[src/rtl/apb_cmd_bridge.sv]
// apb_cmd_bridge
//   Queues read/write commands from a valid/ready interface and plays them
//   onto APB as SETUP/ACCESS transfers, honouring PREADY wait states.
//   Read data and PSLVERR return through a response FIFO in issue order.
//
// Ports
//   pclk, prst          clock (rising edge), asynchronous active-low reset
//   cmd_valid/ready     command handshake; ready = command FIFO not full
//   cmd_write/addr/wdata command payload (wdata ignored for reads)
//   rsp_valid/ready     response handshake; valid = response FIFO not empty
//   rsp_rdata/rsp_err   read data and PSLVERR at the response FIFO head
//   psel/penable/pwrite/paddr/pwdata  APB master outputs
//   prdata/pready/pslverr             APB slave returns
//   busy                transfer in progress or commands still queued
module apb_cmd_bridge #(
  parameter int unsigned DEPTH  = 4,
  parameter int unsigned ADDR_W = 32,
  parameter int unsigned DATA_W = 32
) (
  input  logic              pclk,
  input  logic              prst,
  input  logic              cmd_valid,
  output logic              cmd_ready,
  input  logic              cmd_write,
  input  logic [ADDR_W-1:0] cmd_addr,
  input  logic [DATA_W-1:0] cmd_wdata,
  output logic              rsp_valid,
  input  logic              rsp_ready,
  output logic [DATA_W-1:0] rsp_rdata,
  output logic              rsp_err,
  output logic              psel,
  output logic              penable,
  output logic              pwrite,
  output logic [ADDR_W-1:0] paddr,
  output logic [DATA_W-1:0] pwdata,
  input  logic [DATA_W-1:0] prdata,
  input  logic              pready,
  input  logic              pslverr,
  output logic              busy
);

  localparam int unsigned AW = $clog2(DEPTH);
  localparam int unsigned PW = AW + 1;
  localparam logic [PW:0] DEPTH_L = DEPTH[PW:0];

  typedef enum logic [1:0] {IDLE, SETUP, ACCESS} state_t;

  state_t state_q, state_d;

  // Command FIFO
  logic              cmd_w_mem [DEPTH];
  logic [ADDR_W-1:0] cmd_a_mem [DEPTH];
  logic [DATA_W-1:0] cmd_d_mem [DEPTH];
  logic [PW-1:0]     cwp_q, cwp_d, crp_q, crp_d;
  logic              cfull_q, cfull_d;
  logic              cmd_empty, cmd_push;

  // Response FIFO
  logic [DATA_W-1:0] rsp_d_q [DEPTH];
  logic              rsp_e_q [DEPTH];
  logic [PW-1:0]     rwp_q, rwp_d, rrp_q, rrp_d;
  logic [PW-1:0]     rsp_cnt;
  logic [PW:0]       rsp_occ;
  logic              rsp_empty, rsp_push, rsp_pop;

  // APB output registers
  logic              pwrite_q;
  logic [ADDR_W-1:0] paddr_q;
  logic [DATA_W-1:0] pwdata_q;

  // Head-of-queue view and FSM controls
  logic              head_vld, head_w;
  logic [ADDR_W-1:0] head_a;
  logic [DATA_W-1:0] head_d;
  logic              can_issue, issue;

  assign cmd_empty = (cwp_q == crp_q);
  assign cmd_push  = cmd_valid & ~cfull_q;
  assign cmd_ready = ~cfull_q;

  // An empty FIFO presents the incoming command as its head so a command
  // accepted while idle reaches SETUP on the very edge it is pushed; the
  // entry is written and consumed together, leaving the pointers equal.
  assign head_vld = ~cmd_empty | cmd_push;
  assign head_w   = cmd_empty ? cmd_write : cmd_w_mem[crp_q[AW-1:0]];
  assign head_a   = cmd_empty ? cmd_addr  : cmd_a_mem[crp_q[AW-1:0]];
  assign head_d   = cmd_empty ? cmd_wdata : cmd_d_mem[crp_q[AW-1:0]];

  assign rsp_empty = (rwp_q == rrp_q);
  assign rsp_pop   = rsp_ready & ~rsp_empty;
  assign rsp_cnt   = rwp_q - rrp_q;
  // Occupancy including a read completing this cycle, so the slot a newly
  // issued read will need is already guaranteed.
  assign rsp_occ   = {1'b0, rsp_cnt} + {{PW{1'b0}}, rsp_push};

  always_comb begin
    state_d   = state_q;
    can_issue = 1'b0;
    rsp_push  = 1'b0;
    issue     = 1'b0;
    unique case (state_q)
      IDLE:   can_issue = 1'b1;
      SETUP:  state_d = ACCESS;
      ACCESS: begin
        if (pready) begin
          rsp_push  = ~pwrite_q;
          can_issue = 1'b1;
          state_d   = IDLE;
        end
      end
      default: state_d = IDLE;
    endcase
    if (can_issue && head_vld && (head_w || (rsp_occ < DEPTH_L))) begin
      issue   = 1'b1;
      state_d = SETUP;
    end
  end

  assign cwp_d   = cwp_q + PW'(cmd_push);
  assign crp_d   = crp_q + PW'(issue);
  assign cfull_d = (cwp_d[AW] != crp_d[AW]) && (cwp_d[AW-1:0] == crp_d[AW-1:0]);
  assign rwp_d   = rwp_q + PW'(rsp_push);
  assign rrp_d   = rrp_q + PW'(rsp_pop);

  always_ff @(posedge pclk or negedge prst) begin
    if (!prst) begin
      state_q  <= IDLE;
      cwp_q    <= '0;
      crp_q    <= '0;
      cfull_q  <= 1'b0;
      rwp_q    <= '0;
      rrp_q    <= '0;
      pwrite_q <= 1'b0;
      paddr_q  <= '0;
      pwdata_q <= '0;
    end else begin
      state_q <= state_d;
      cwp_q   <= cwp_d;
      crp_q   <= crp_d;
      cfull_q <= cfull_d;
      rwp_q   <= rwp_d;
      rrp_q   <= rrp_d;
      if (issue) begin
        pwrite_q <= head_w;
        paddr_q  <= head_a;
        pwdata_q <= head_d;
      end
    end
  end

  always_ff @(posedge pclk) begin
    if (cmd_push) begin
      cmd_w_mem[cwp_q[AW-1:0]] <= cmd_write;
      cmd_a_mem[cwp_q[AW-1:0]] <= cmd_addr;
      cmd_d_mem[cwp_q[AW-1:0]] <= cmd_wdata;
    end
  end

  always_ff @(posedge pclk or negedge prst) begin
    if (!prst) begin
      for (int unsigned i = 0; i < DEPTH; i++) begin
        rsp_d_q[i] <= '0;
        rsp_e_q[i] <= 1'b0;
      end
    end else if (rsp_push) begin
      rsp_d_q[rwp_q[AW-1:0]] <= prdata;
      rsp_e_q[rwp_q[AW-1:0]] <= pslverr;
    end
  end

  assign rsp_valid = ~rsp_empty;
  assign rsp_rdata = rsp_d_q[rrp_q[AW-1:0]];
  assign rsp_err   = rsp_e_q[rrp_q[AW-1:0]];

  assign psel    = (state_q != IDLE);
  assign penable = (state_q == ACCESS);
  assign pwrite  = pwrite_q;
  assign paddr   = paddr_q;
  assign pwdata  = pwdata_q;
  assign busy    = (state_q != IDLE) | ~cmd_empty;

endmodule

[config.mk]
export PLATFORM = sky130hd
export DESIGN_NAME = apb_cmd_bridge
export DESIGN_NICKNAME = d
export VERILOG_FILES = /design/src/rtl/apb_cmd_bridge.sv
export SDC_FILE = /design/constraint.sdc
export NUM_CORES = 1
export LEC_CHECK = 0
export ABC_CLOCK_PERIOD_IN_PS = 6500
export CORE_ASPECT_RATIO = 0.7
export CORE_MARGIN = 2
export CORE_UTILIZATION = 35
export DETAILED_ROUTE_END_ITERATION = 8
export GPL_TIMING_DRIVEN = 0
export SLEW_MARGIN = 20
export SYNTH_ARGS = -nofsm -noshare
export SYNTH_HDL_FRONTEND = slang
export SYNTH_SLANG_ARGS = --single-unit
[constraint.sdc]
create_clock -name pclk -period 6.5 [get_ports pclk]
set_input_delay 1.3 -clock pclk [delete_from_list [all_inputs] [get_ports pclk]]
set_output_delay 1.3 -clock pclk [all_outputs]
set_load 0.02 [all_outputs]
## Yosys cells after proc, flatten, opt, wreduce, memory -nomap -nowiden

Memory sizes are Yosys's and may differ from the RTL's.
Cells that the tools add are included.

| storage, ports and cells | value |
|---|---|
| bits in registers | 212 |
| bits in latches | 0 |
| memory bits (writable) | 260 |
| ROM bits | 0 |
| bits of input ports | 103 |
| output and inout bits | 103 |
| word-level logic and storage cells | 81 |
| memories | 3 |

| operators by class | value |
|---|---|
| $add $sub $neg | 6 |
| $mul | 0 |
| divide/modulo/power cells | 0 |
| $lt $le $gt $ge | 4 |
| equality and inequality tests | 8 |
| shifts and indexed selects | 0 |
| muxes and demuxes | 25 |
| bitwise operators | 10 |
| reduce and logical (&&, ||, !) cells | 8 |

Memories:

| memory | depth | width | read ports | clocked after Yosys merged registers in | write ports | line | text |
|---|---|---|---|---|---|---|---|
| cmd_a_mem | 4 | 32 | 1 | 0 | 1 | 52 | `logic [ADDR_W-1:0] cmd_a_mem [DEPTH];` |
| cmd_d_mem | 4 | 32 | 1 | 0 | 1 | 53 | `logic [DATA_W-1:0] cmd_d_mem [DEPTH];` |
| cmd_w_mem | 4 | 1 | 1 | 0 | 1 | 51 | `logic cmd_w_mem [DEPTH];` |

Operators by type and width:

| cell | number |
|---|---|
| 32-bit two-way mux | 5 |
| 128-bit bitwise mux | 1 |
| 32-bit binary-select mux with 2-bit select | 1 |
| 32-bit demux with 2-bit select | 1 |
| 3-bit by 1-bit adder with 3-bit output | 4 |
| 1-bit two-way mux | 10 |
| 3-bit equality test | 2 |
| 3-bit greater-or-equal comparator, second input constant | 2 |
| 2-bit inverter with 3-bit output | 2 |
| 2-bit one-hot mux with 3 select lines | 1 |
| 3-bit by 1-bit adder with 4-bit output | 1 |
| 4-bit bitwise mux | 1 |
| 1-bit logical AND | 4 |
| 4-bit by 3-bit < comparator with 1-bit output, second input constant | 1 |
| 2-bit two-way mux | 2 |
| 1-bit inverter | 4 |
| 3-bit by 1-bit < comparator with 1-bit output, second input constant | 1 |
| 3-bit by 1-bit inequality test with 1-bit output, second input constant | 1 |
| 3-bit subtractor | 1 |
| 1-bit bitwise AND | 2 |
| 1-bit binary-select mux with 2-bit select | 1 |
| 1-bit demux with 2-bit select | 1 |
| 2-bit by 1-bit equality test with 1-bit output, second input constant | 1 |
| 2-bit equality test | 1 |
| other kinds (9) | 10 |

## Depth between registers and ports, before layout

Gate-level depths: netlist (run 1).

| logic depth | value |
|---|---|
| depth after elaboration | 11 |
| gate-level depth with buffers | 13 |
| depth with buffers taken out | 11 |

## Least setup slack after synthesis (run 1)

Ideal clock, no wire load.

| timing path | value |
|---|---|
| path kind | input-to-reg |
| start point | input port cmd_valid |
| end point | memory cmd_a_mem[0][0], enable pin |
| library setup time | 0.581 ns |
| arrival time | 6.346 ns |
| required time | 5.919 ns |
| path slack | -0.427 ns |
| stages | 2 |
| path buffers | 0 |
| path through | nor2b_1 > nor3b_1 |

| between the ends | value |
|---|---|
| longest elaborated chain between the ends | 3 |

Ends and longest elaborated chain:

| item | line | text |
|---|---|---|
| start, declared | 22 | `input logic cmd_valid,` |
| 1-bit bitwise AND | 78 | `assign cmd_push = cmd_valid & ~cfull_q;` |
| 1-bit two-way mux | 152 | `if (cmd_push) begin` |
| 1-bit two-way mux (not written as such) | 154 | `cmd_a_mem[cwp_q[AW-1:0]] <= cmd_addr;` |
| end, declared | 52 |  |

Every way passes these cells.

## Worst setup path in the final report (run 1)

| timing path | value |
|---|---|
| start point | register cwp_q[0] |
| end point | output port busy |

| between the ends | value |
|---|---|
| longest elaborated chain between the ends | 3 |

Ends and longest elaborated chain:

| item | line | text |
|---|---|---|
| start, declared | 54 | `logic [PW-1:0] cwp_q, cwp_d, crp_q, crp_d;` |
| start signal, assigned | 138 | `cwp_q <= cwp_d;` |
| 3-bit equality test | 77 | `assign cmd_empty = (cwp_q == crp_q);` |
| 1-bit inverter | 180 | `assign busy = (state_q != IDLE) \| ~cmd_empty;` |
| 1-bit bitwise OR | 180 |  |
| end, declared | 39 | `output logic busy` |

Every way passes these cells.

==> results.json, run 1 <==
{
  "internal_power_mw": 8.71,
  "multi_input_area_mm2": 0.00580,
  "htree_levels": 2,
  "syn-cell-area_mm2": 0.0192,
  "ys_ff_latch": 472,
  "ant_nets": 0,
  "fp-row-count": 71,
  "cts_setup_buffers": 0,
  "die_h_um": 200,
  "powerDensity_mw_per_mm2": 533,
  "slew_headroom_pct": 28.9,
  "clockRootBuffer": "clkbuf_16",
  "grt_pass1_wl_um": 63900,
  "endpoint_kind": "output port",
  "maxSlewViolCount": 0,
  "cp_num_cells": 6,
  "numCtsBuffers": 47,
  "synth_warnings": 0,
  "antenna_found_initial": 2,
  "drc": 0,
  "r2r_cells": 13,
  "synthTopCellsByArea": "edfxtp_1, dfrtp_1, mux2_2, mux4_2, mux2_4",
  "cpPeakStageDelay_ps": 820,
  "syn-num-nets": 1051,
  "seqPwrFrac_pct": 35.9,
  "clock_sinks": 472,
  "place_ws_ps": 2250,
  "hold_viol_final": 0,
  "min_period_over_period_pct": 71.1,
  "clkTransAtPathRegs_ps": 60,
  "io_pins": 206,
  "die-area_mm2": 0.0567,
  "synth_ff_type": "edfxtp_1",
  "synth_top_area_share_pct": 40.7,
  "synthCells": 937,
  "required_ps": 5200,
  "placed_cell_area_mm2": 0.0224,
  "power_switching_mw": 4.03,
  "ys_async_sr_fraction_pct": 44.9,
  "drt_iter0_drc": 520,
  "maxCapViolations": 0,
  "tritoncts": "built",
  "rsz0062_at_grt": "no",
  "regArea_mm2": 0.0131,
  "clockPowerShare_pct": 20.3,
  "cts_hold_buf": 0,
  "syn_avg_cell_area_um2": 20.5,
  "path_buf_inv": 3,
  "via_count": 9600,
  "cp.arrival_ps": 3320,
  "fmax_mhz": 216,
  "initial_core_util_pct": 35.6,
  "critical_path.top_delay_family": "buffers and inverters",
  "clock_latency_ps": 590,
  "period_needed_ps": 4620,
  "yosysMostFrequentCell": "edfxtp_1",
  "design_area_mm2": 0.0239,
  "path_class": "register to output port",
  "synth_top_cell_by_area": "edfxtp_1",
  "io_buffers": 205,
  "avgViaCountPerCell": 4.87,
  "cp_max_fo": 10,
  "die_w_um": 284,
  "final_nets": 1319,
  "p_comb_share_pct": 43.8,
  "fillers": 4748,
  "swShare_pct": 31.7,
  "place_congestion": 0.693,
  "first_pass_iters": 5,
  "hold_depth": 1,
  "max-vdd-ir-drop_mv": 0.275,
  "tightest_slew_ps": 1070,
  "synth_edf_count": 260,
  "outcome": "finished clean",
  "grt_pass1_vias": 10500,
  "cp_slowest_cell": "clkbuf_1",
  "place_hpwl_um": 27400,
  "area_growth_pct": 24.7,
  "grt_max_degree": 91,
  "clockBufferDepth": 3,
  "synth_cell_type_count": 36,
  "worst_setup_path_start_kind": "register",
  "routed_wl_um": 41500,
  "grt_use_total_pct": 14.9,
  "synthTopCellsByCount": "edfxtp_1, dfrtp_1, mux2_2",
  "wl_per_cell_um": 21.0,
  "drive_above_1_share_pct": 38.3,
  "worst_slack_ps": 1880,
  "cts_resized": 0,
  "grt_overflow": 0,
  "setup_viol": 0,
  "crit_chain": "xnor2_1, nand3_2, buf_4, clkbuf_1, or2_2, clkdlybuf4s50_1",
  "p_leak_nw": 9.08,
  "core_mm2": 0.0539,
  "skew_ps": 15.9,
  "hp-class": "register to register",
  "ys_seq_area_share_pct": 68.4
}
power by group through the flow:
stage	Combinational (mW)	Sequential (mW)	Clock, mW
after floorplan	3.62	4.79	0
after global placement	5.54	4.66	0
after detailed placement	5.69	4.63	0
after CTS	5.72	4.58	2.70
after global routing	6.01	4.68	2.81
final	5.58	4.57	2.59
routing by layer:
metal | share of wire (%) | up-vias | global-route usage (%) | routed length (um)
met5 | 0 | - | 0 | 0
met1 | 46 | 5098 | 21.1 | 19100
met4 | 1.9 | 0 | 4.02 | 789
met3 | 5.0 | 60 | 3.03 | 2070
met2 | 47 | 206 | 23.6 | 19500
li1 | - | 4236 | - | -
layout make-up:
cell class | instances | share of cell area, %
multi-input combinational | 411 | 24.2
timing repair buffer | 219 | 9.73
antenna | 1 | 0.0105
clock inverter | 18 | 0.565
buffer | 48 | 1.14
inverter | 6 | 0.0942
clock buffer | 68 | 5.54
sequential | 472 | 54.9
tap | 730 | 3.82
logic make-up after synthesis:
| group | share of synthesized area (%) |
|---|---|
| flops | 68.4 |
| mux | 27.9 |
| buf+inv | 1.54 |
| simple gates | 0.724 |
| xor+xnor | 0.502 |
| fa+ha+maj | 0.757 |
| compound gates | 0.189 |
worst register-to-register path: cells and delay by family (launching register included):
| kind | cells | cell delay (ps) |
|---|---|---|
| adder cells (fa/ha/maj) | 4 | 1010 |
| buffers and inverters | 3 | 590 |
| flip-flops | 1 | 420 |
| AND/OR/NAND/NOR | 2 | 340 |
| XOR/XNOR | 2 | 410 |
| AO/OA/AOI/OAI | 2 | 440 |
final timing paths:
kind,to,from,slack [ps]
worst max-delay path,busy,cwp_q[0]$_DFF_PN0_,1880
worst min-delay path,pwdata[31]$_DFFE_PN0P_,pwdata[31]$_DFFE_PN0P_,490
worst max register to register,cfull_q$_DFF_PN0_,rwp_q[0]$_DFF_PN0_,3170
worst min register to register,pwdata[31]$_DFFE_PN0P_,pwdata[31]$_DFFE_PN0P_,490
max in group asynchronous,rsp_d_q[44]$_DFFE_PN0P_,prst,4640
min in group asynchronous,pwdata[17]$_DFFE_PN0P_,prst,660
state kept, by name (all words and copies together) (netlist names), 2 cells and up:
name,flops
cmd_a_mem,128
cmd_d_mem,128
rsp_d_q,128
paddr,32
pwdata,32
cmd_w_mem,4
rsp_e_q,4
crp_q,3
cwp_q,3
rrp_q,3
rwp_q,3
state_q,2
placed cells by master, fill, tap and decap left out, types with 7 or more instances in the layout:
master           instances
buf_6                    9
clkdlybuf4s50_1        204
buf_4                    7
mux2_2                 207
buf_2                   17
dfrtp_1                212
edfxtp_1               260
clkbuf_1                29
clkbuf_16               47
clkinv_2                 8
ha_1                    10
clkbuf_8                 7
mux2_4                  49
mux4_2                  98
through the flow:
stage / instances / utilization, % / total power, mW / setup TNS [ps] / hold WS [ps]
final: 1973 / 44.3 / 12.7 / 0 / 486
after detailed placement: 1886 / 41.6 / 10.3 / 0 / 474
after global placement: 1872 / 41.1 / 10.2 / -1425850 / 471
after global routing: 1972 / 44.3 / 13.5 / 0 / 511
after CTS: 1972 / 44.3 / 13.0 / 0 / 488
after floorplan: 937 / - / 8.40 / 0 / 462
Power figures use the tool's default switching activity.
==> run 2, diff against run 1 <==
Settings changed: ABC_CLOCK_PERIOD_IN_PS 6500 to 3850.
Clock period 6.5 ns to 3.85 ns, I/O delays scaled along.
==> results.json, run 2 (synthesized netlist as in run 1, its figures left out) <==
{
  "outcome": "finished clean",
  "endpoint_kind": "output port",
  "final_nets": 1324,
  "required_ps": 3080,
  "cp_slowest_cell": "clkbuf_1",
  "cp.arrival_ps": 2900,
  "die_w_um": 284,
  "fmax_mhz": 273,
  "maxSlewViolCount": 0,
  "via_count": 9619,
  "hold_slack_ps": 487,
  "place_congestion": 0.709,
  "internal_power_mw": 15.2,
  "htree_levels": 2,
  "area_growth_pct": 26.3,
  "grt_max_degree": 73,
  "clkTransAtPathRegs_ps": 60,
  "io_buffers": 205,
  "mostFrequentLayoutCell": "edfxtp_1",
  "worst_slack_ps": 184,
  "fillers": 4683,
  "clockPowerShare_pct": 22.2,
  "clock_sinks": 472,
  "antenna_found_initial": 2,
  "initial_core_util_pct": 35.6,
  "power_switching_mw": 6.82,
  "rr_startpoint": "rwp_q[0]$_DFF_PN0_",
  "max-vdd-ir-drop_mv": 0.527,
  "clockRootBuffer": "clkbuf_16",
  "min_period_over_period_pct": 95.2,
  "clock_latency_ps": 590,
  "place_hpwl_um": 27300,
  "ant_nets": 0,
  "grt_pass1_wl_um": 63300,
  "period_needed_ps": 3670,
  "clockBufferDepth": 3,
  "grt_overflow": 0,
  "setup_viol": 0,
  "swShare_pct": 30.9,
  "grt_use_total_pct": 14.6,
  "numCtsBuffers": 49,
  "core_mm2": 0.0539,
  "crit_chain": "clkbuf_2, clkbuf_1, mux4_2, clkdlybuf4s50_1",
  "rr_endpoint": "cfull_q$_DFF_PN0_",
  "routed_wl_um": 41000,
  "p_leak_nw": 9.24,
  "die_h_um": 200,
  "tightest_slew_ps": 776,
  "rsz0062_at_grt": "no",
  "r2r_slack_ps": 740,
  "hp-class": "register to register",
  "cp_max_fo": 10,
  "avgViaCountPerCell": 4.86,
  "powerDensity_mw_per_mm2": 911,
  "die-area_mm2": 0.0567,
  "wl_per_cell_um": 20.7,
  "most-common-layout-cells": "edfxtp_1, dfrtp_1, mux2_2",
  "hold_depth": 1,
  "grt_pass1_vias": 10300,
  "first_pass_iters": 4,
  "io_pins": 206,
  "drc": 0,
  "fp-row-count": 71,
  "maxCapViolations": 0,
  "seqPwrFrac_pct": 35.0,
  "path_class": "register to output port",
  "drt_iter0_drc": 592,
  "worst_setup_path_start_kind": "register",
  "place_ws_ps": 260,
  "hold_viol_final": 0,
  "r2r_cells": 13,
  "hold-path-endpoint": "pwdata[0]$_DFFE_PN0P_",
  "skew_ps": 22.6,
  "holdCritStartpoint": "pwdata[0]$_DFFE_PN0P_",
  "tritoncts": "built",
  "cpPeakStageDelay_ps": 620,
  "slew_headroom_pct": 48.3,
  "p_comb_share_pct": 42.8,
  "drive_above_1_share_pct": 39.2
}
==> run 2: cell count changes in the layout (fill, tap and decap cells not counted), sizes merged <==
cell / change
bufinv: +5
buf: +3
clkbuf: -1
diode: +1
dlygate4sd3: +1
inv: -1
==> run 2: worst max-delay path by stage <==
stage / to / startpoint / slack [ps] / cells past startpoint
after floorplan: cmd_a_mem[2][0]$_DFFE_PP_ / cmd_valid / 610 / 3
after global placement: rsp_d_q[113]$_DFFE_PN0P_ / prst / -7770 / 1
after detailed placement: cfull_q$_DFF_PN0_ / cmd_valid / 260 / 11
after CTS: rsp_rdata[4] / rrp_q[1]$_DFF_PN0_ / 70 / 4
after global routing: rsp_rdata[4] / rrp_q[1]$_DFF_PN0_ / 40 / 4
final: rsp_rdata[4] / rrp_q[1]$_DFF_PN0_ / 180 / 4
==> run 2: worst max-delay path, delay by kind of cell, from the launching register on <==
kind,cells,cell delay (ps)
mux,1,430
flops,1,430
buf+inv,3,1460
==> run 2: timing repair <==
action,in CTS,in global routing
setup endpoints to repair,27,1
pin swaps,0,0
hold buffers,1,0
setup buffers,0,0
gates resized for setup,5,2
endpoints found under the hold margin,12,0
==> run 2: metal layers <==
metal,wire (um),global-route usage (%),up-vias
met5,26,0,-
li1,-,-,4265
met4,741,3.84,4
met1,19200,21.1,5105
met2,18800,22.3,182
met3,2280,3.48,63
==> run 2: area by class of cell <==
class | count | area [um^2] | share of cell area (%)
tap | 730 | 913 | 3.77
inverter | 6 | 22.5 | 0.0930
sequential | 472 | 13100 | 54.1
multi-input combinational | 411 | 5800 | 23.9
antenna | 2 | 5.00 | 0.0207
buffer | 47 | 280 | 1.16
clock buffer | 68 | 1410 | 5.82
clock inverter | 22 | 267 | 1.10
timing repair buffer | 223 | 2410 | 9.95
==> run 2: through the flow <==
step	total power, mW	utilization, %	TNS [ps]	std cells	instance area [um^2]
2_1_floorplan	14.2	-	0	937	19200
3_3_place_gp	17.2	41.1	-2017020	1872	22200
3_5_place_dp	17.4	41.8	0	1889	22500
4_1_cts	22.5	44.9	0	1979	24200
5_1_grt	23.3	44.9	0	1979	24200
6_report	22.1	44.9	0	1981	24200
==> run 2: power by group through the flow <==
stage	clock network (mW)	registers, mW	logic [mW]
finish	4.89	7.73	9.43
global route	5.26	7.90	10.1
CTS	5.07	7.74	9.66
detailed placement	0	7.82	9.62
global placement	0	7.84	9.34
floorplan	0	8.07	6.11
